===== src/rtl/exec_pkg.sv =====
// Shared types and constants for the execute stage: ALU opcodes, extender
// modes, NZCV flag bit positions and the ARM rotated-immediate helper.
package exec_pkg;

    typedef enum logic [2:0] {
        ALU_ADD = 3'b000,
        ALU_SUB = 3'b001,
        ALU_AND = 3'b010,
        ALU_ORR = 3'b011,
        ALU_EOR = 3'b100,
        ALU_MOV = 3'b101,
        ALU_BIC = 3'b110,
        ALU_RSB = 3'b111
    } alu_op_e;

    typedef enum logic [1:0] {
        IMM_8    = 2'b00,
        IMM_12   = 2'b01,
        IMM_BR   = 2'b10,
        IMM_NONE = 2'b11
    } imm_src_e;

    localparam int unsigned FLAG_N = 3;
    localparam int unsigned FLAG_Z = 2;
    localparam int unsigned FLAG_C = 1;
    localparam int unsigned FLAG_V = 0;

    // Zero-extended imm8 rotated right by 2*rot; duplicating the word turns
    // the rotate into a plain right shift.
    function automatic logic [31:0] rot_imm(logic [7:0] imm8, logic [3:0] rot);
        logic [63:0] dbl;
        dbl = {24'b0, imm8, 24'b0, imm8};
        dbl = dbl >> {rot, 1'b0};
        return dbl[31:0];
    endfunction

endpackage


===== src/rtl/exec_alu.sv =====
// Purely combinational 32-bit ALU with NZCV flags.
// ADD/SUB/RSB share one adder: x + y + cin, with operands inverted as needed.
module exec_alu
    import exec_pkg::*;
#(
    parameter int unsigned DATA_W = 32
) (
    input  logic [DATA_W-1:0] a,
    input  logic [DATA_W-1:0] b,
    input  logic [2:0]        alu_control,
    output logic [DATA_W-1:0] result,
    output logic [3:0]        flags
);

    logic [DATA_W-1:0] add_x;
    logic [DATA_W-1:0] add_y;
    logic              add_cin;
    logic [DATA_W:0]   sum;
    logic              arith;

    // Select adder operands for the effective addition of the arithmetic ops.
    always_comb begin
        add_x   = a;
        add_y   = b;
        add_cin = 1'b0;
        arith   = 1'b0;
        case (alu_op_e'(alu_control))
            ALU_ADD: begin
                arith = 1'b1;
            end
            ALU_SUB: begin
                add_y   = ~b;
                add_cin = 1'b1;
                arith   = 1'b1;
            end
            ALU_RSB: begin
                add_x   = b;
                add_y   = ~a;
                add_cin = 1'b1;
                arith   = 1'b1;
            end
            default: ;
        endcase
    end

    assign sum = {1'b0, add_x} + {1'b0, add_y} + {{DATA_W{1'b0}}, add_cin};

    // Result mux and flag generation; logic ops and MOV clear C and V.
    always_comb begin
        result = sum[DATA_W-1:0];
        case (alu_op_e'(alu_control))
            ALU_AND: result = a & b;
            ALU_ORR: result = a | b;
            ALU_EOR: result = a ^ b;
            ALU_MOV: result = b;
            ALU_BIC: result = a & ~b;
            default: result = sum[DATA_W-1:0];
        endcase
        flags         = 4'b0000;
        flags[FLAG_N] = result[DATA_W-1];
        flags[FLAG_Z] = (result == '0);
        if (arith) begin
            flags[FLAG_C] = sum[DATA_W];
            flags[FLAG_V] = (add_x[DATA_W-1] == add_y[DATA_W-1]) &&
                            (sum[DATA_W-1] != add_x[DATA_W-1]);
        end
    end

endmodule


===== src/rtl/exec_unit.sv =====
// Execute stage: PC incrementers, immediate extender, operand muxes, ALU and
// an enable-gated result/flag register.
// Optional: define EXEC_IMM_ROT_EN to make imm_src=00 the ARM rotated
// immediate (imm8 rotated right by 2*instr[11:8]).
module exec_unit
    import exec_pkg::*;
#(
    parameter int unsigned PC_STEP = 4,
    parameter int unsigned DATA_W  = 32
) (
    input  logic              clk,
    input  logic              reset,
    input  logic              en,
    input  logic [DATA_W-1:0] pc,
    input  logic [23:0]       instr,
    input  logic [1:0]        imm_src,
    input  logic [DATA_W-1:0] rd1,
    input  logic [DATA_W-1:0] rd2,
    input  logic              srca_sel,
    input  logic              alu_src,
    input  logic [2:0]        alu_control,
    output logic [DATA_W-1:0] pc_plus4,
    output logic [DATA_W-1:0] pc_plus8,
    output logic [DATA_W-1:0] ext_imm,
    output logic [DATA_W-1:0] alu_result,
    output logic [3:0]        alu_flags,
    output logic [DATA_W-1:0] alu_result_q,
    output logic [3:0]        alu_flags_q
);

    localparam logic [DATA_W-1:0] STEP1 = DATA_W'(PC_STEP);
    localparam logic [DATA_W-1:0] STEP2 = DATA_W'(2 * PC_STEP);

    logic [DATA_W-1:0] src_a;
    logic [DATA_W-1:0] src_b;

    // PC incrementers wrap modulo 2^32.
    assign pc_plus4 = pc + STEP1;
    assign pc_plus8 = pc + STEP2;

    // Immediate extender.
    always_comb begin
        ext_imm = '0;
        case (imm_src_e'(imm_src))
            IMM_8: begin
`ifdef EXEC_IMM_ROT_EN
                ext_imm = rot_imm(instr[7:0], instr[11:8]);
`else
                ext_imm = {24'b0, instr[7:0]};
`endif
            end
            IMM_12:   ext_imm = {20'b0, instr[11:0]};
            IMM_BR:   ext_imm = {{6{instr[23]}}, instr[23:0], 2'b00};
            IMM_NONE: ext_imm = '0;
            default:  ext_imm = '0;
        endcase
    end

    // Operand selection.
    assign src_a = srca_sel ? pc_plus8 : rd1;
    assign src_b = alu_src ? ext_imm : rd2;

    exec_alu #(
        .DATA_W(DATA_W)
    ) u_alu (
        .a          (src_a),
        .b          (src_b),
        .alu_control(alu_control),
        .result     (alu_result),
        .flags      (alu_flags)
    );

    // One-cycle copy of result and flags; reset wins over enable.
    always_ff @(posedge clk or posedge reset) begin
        if (reset) begin
            alu_result_q <= '0;
            alu_flags_q  <= 4'b0000;
        end else if (en) begin
            alu_result_q <= alu_result;
            alu_flags_q  <= alu_flags;
        end
    end

endmodule


===== config.mk =====
export PLATFORM = sky130hd
export DESIGN_NAME = exec_unit
export DESIGN_NICKNAME = d
export VERILOG_FILES = /design/src/rtl/exec_pkg.sv /design/src/rtl/exec_alu.sv /design/src/rtl/exec_unit.sv
export SDC_FILE = /design/constraint.sdc
export NUM_CORES = 1
export LEC_CHECK = 0
export ABC_AREA = 1
export CORE_MARGIN = 2
export CORE_UTILIZATION = 50
export DETAILED_ROUTE_END_ITERATION = 8
export DONT_BUFFER_PORTS = 1
export GPL_TIMING_DRIVEN = 0
export PLACE_DENSITY = 0.67
export SYNTH_ARGS = -nofsm -noshare
export SYNTH_HDL_FRONTEND = slang
export SYNTH_HIERARCHICAL = 1
export SYNTH_SLANG_ARGS = --single-unit

===== constraint.sdc =====
create_clock -name clk -period 10.8 [get_ports clk]
set_input_delay 1.62 -clock clk [delete_from_list [all_inputs] [get_ports clk]]
set_output_delay 1.62 -clock clk [all_outputs]
set_load 0.05 [all_outputs]

==> impl_results.md <==
* Post-CTS Resized at 0
* Initial Util at 50.9%
* DR pass1 iterations at 5
* Bufs on Longest Clock Path at 2
* First-pass GRT wire length at 54.8 mm
* Initial antenna violation count at 4
* Share of post-route cells with drive strength above 1 at 10.4%
* Count of non-filler cells in the finished layout at 1814
* Remaining Overflow, GRT at 0
* Slew headroom at 18.7%
* FF-to-FF End: alu_flags_q[0]
* Hold Path Origin: alu_result_q[4]
* Post-synthesis sequential area ratio at 9.88%
* List of most frequent post-synthesis cells: 512 x nand2_1, 242 x inv_1, 128 x nor2_1
* Simple-Gate Fraction of Synth Area at 37.6%
* Synth area leader: nand2_1
* Post-Synthesis Cells at 1570
* WL final at 35.6 mm
* R2R setup slack at 9760 ps
* Post-CTS Setup Inserts at 0
* Area of the mapped netlist at 9120 µm²
* Crit-path slowest cell: nor2_1
* Post-DP Area at 9440 µm²
* CP startpoint kind: primary input
* Die Height at 139 µm
* Post-synthesis adder-cell area fraction at 9.28%
* RSZ-0062 raised after global routing: no
* Crit path cell chain: inv_1 > buf_2 > nand3_1 > nand2_1 > clkbuf_1 > o21bai_1 > ha_1 > nand3_1 > nand2_2 > fa_1 > nand3_1 > nand2_1 > nand3_1 > nand3_1 > nand2_1 > nand3b_1 > nand3_1 > nand2_1 > nor2_1 > nand3_1 > nor2_1 > nand3_1 > nor2_1
* WP data arrival at 6850 ps
* Endpoints failing setup at 0
* CP Depth at 23
* Critical Path RT at 9180 ps
* Sink Count at 36
* Distinct cells, synth at 44
* Int Power at 0.467 mW
* Number of port buffers at 0
* Worst vdd ir at 123 µV
* Dpl cells at 1805
* Place WS at 2460 ps
* Max Fclk at 0.118 GHz
* Area contributors post-synth: nand2_1 21%, inv_1 10%, dfrtp_1 9.9%, ha_1 9.1%, mux2_2 7.5%
* Syn Nets at 1767
* Sw Ratio at 60.4%
* Final Util at 53.6%
* Mux cell area share after synthesis at 7.53%
* Clock power frac at 13.9%
* Io pins at 298
* Status: completed
* Tmin final at 8470 ps
* H-Tree Depth at 2
* Hold path depth at 1
* Final period utilization at 78.4%
* Max Slew Vio Count at 0
* Pwr Density at 123 nW/µm²
* Setup Crit Path Kind: in2out
* Area of the die at 19300 µm²
* Final Skew at 0 ps
* Family with the most delay on the worst path: simple AND/OR/NAND/NOR gates
* Filler cells at 1948
* Die X-Extent at 139 µm
* CTS Buf Count at 5
* Max cap viols at 0
* Top fanout value on the critical path at 10
* Synth async-reset ratio at 100%
* Final Net Count at 1780
* Buf/Inv on CP at 3
* Most frequent cell after synthesis: nand2_1
* Critical path's largest stage delay at 720 ps
* Hold EP: alu_result_q[4]
* Worst-margin pin slew at 1210 ps
* Hold WC Path Type: reg2reg
* Syn_area_per_cell at 5.81 µm²
* Global placement routability congestion at 0.986
* Reg2Reg Depth at 1
* Largest net degree at the start of global routing at 37
* Detail Placement HPWL at 29.9 mm
* DRT iter0 DRCs at 1018
* Clk Tree Root Cell: clkbuf_16
* Vias in the first global route at 9733
* Psw at 0.713 mW
* Final Worst Setup Slack at 2330 ps
* Flop pwr share at 25.0%
* Clock Pin Slew Worst Setup and Hold Paths at 50 ps
* Top FF cell, synth: dfrtp_1
* YS warnings at 6
* Via count at 10500
* Lkg Pwr at 5.07 nW
* CTS tree: yes
* Rows at 49
* Flops & latches, synth at 36
* Post-synthesis share of cell area spent on xor and xnor gates at 5.30%
* Clock insertion delay at the later pin of the skew report at 280 ps
* DRC at 0
* Antenna-violating nets left at 0
* Largest family of logic cells by synthesized area: simple AND/OR/NAND/NOR gates
* Comb power frac at 61.1%
* Routed vias/inst at 5.80
* Final Hold Fails at 0
* Post-synth EDFFs at 0
* Hold_ws at 891 ps
* Design area at 9600 µm²
* Final Power at 1.18 mW
* Avg WL per Cell at 19.6 µm
* Post-CTS Hold Fix Bufs at 0
* Reg-to-Reg Start: alu_flags_q[0]
* Crit path from: alu_control[2]
* Area Overhead vs Synth at 5.34%
* Setup_tns at 0 ps
* GRT Util Overall at 35.6%
* Critical path's most frequent cell: nand3_1
* CORE AREA at 17900 µm²
* Top-area cell type share of the netlist area at 21.1%
* Compound-Gate Fraction of Synth Area at 16.1%
* CP Capture Type: output pin
==> worst max path at each step <==
stage | end | slack [ps]
6_report | alu_flags[2] | 2330
5_1_grt | alu_flags[2] | 1930
4_1_cts | alu_flags[2] | 2430
3_5_place_dp | alu_flags[2] | 2460
3_3_place_gp | alu_flags[2] | 2110
2_1_floorplan | alu_flags[2] | 2940
==> power groups by stage <==
stage | logic, mW | registers (mW) | clock network [mW]
floorplan | 0.573 | 0.293 | 0
global placement | 0.697 | 0.298 | 0
detailed placement | 0.710 | 0.300 | 0
CTS | 0.713 | 0.297 | 0.167
global route | 0.785 | 0.300 | 0.174
finish | 0.721 | 0.296 | 0.164
==> registers in the layout (all words and copies together), names as in the netlist <==
| name | count |
|---|---|
| alu_result_q | 32 |
| alu_flags_q | 4 |
==> cells in the final DEF (no fill, tap or decap), types with 7 or more instances in the layout <==
master and n:
buf_2 13, mux2_2 61, inv_1 241, ha_1 66, nand2_1 512, nor2_1 128
o22ai_1 49, o21ai_0 65, o2111ai_1 7, dfrtp_1 36, nor2_4 17, nor2_2 13
xnor2_1 10, a221oi_1 12, a21oi_1 38, buf_4 21, buf_1 7, clkbuf_1 26
o21bai_1 40, xor2_1 34, nand4_1 16, nand2_2 8, nor3_1 14, nand3_1 86
==> kinds of logic after synthesis <==
| group | count (synthesis) |
|---|---|
| xor gates and xnor gates | 50 |
| buffers and inverters | 313 |
| muxes | 61 |
| AOI/OAI and AO/OA | 233 |
| and+or+nand+nor | 810 |
| DFF | 36 |
| adders and majority gates | 67 |
==> layout make-up <==
cell class	instances	area (µm²)	share of cell area [%]
Tap cell	229	287	2.98
Timing Repair Buffer	6	33.8	0.352
Multi-Input combinational cell	1221	6920	72.0
Antenna cell	1	2.50	0.0261
Inverter	248	932	9.71
Buffer	65	365	3.80
Clock inverter	2	35.0	0.365
Sequential cell	36	901	9.38
Clock buffer	6	129	1.34
==> metal layers <==
| metal | GRT usage, % | wire length, µm | vias up |
|---|---|---|---|
| li1 | - | - | 5057 |
| met1 | 48.3 | 15000 | 4839 |
| met2 | 57.6 | 16200 | 541 |
| met3 | 5.84 | 3080 | 83 |
| met4 | 12.2 | 1260 | 6 |
| met5 | 0 | 41 | - |
Power figures use the tool's default switching activity.
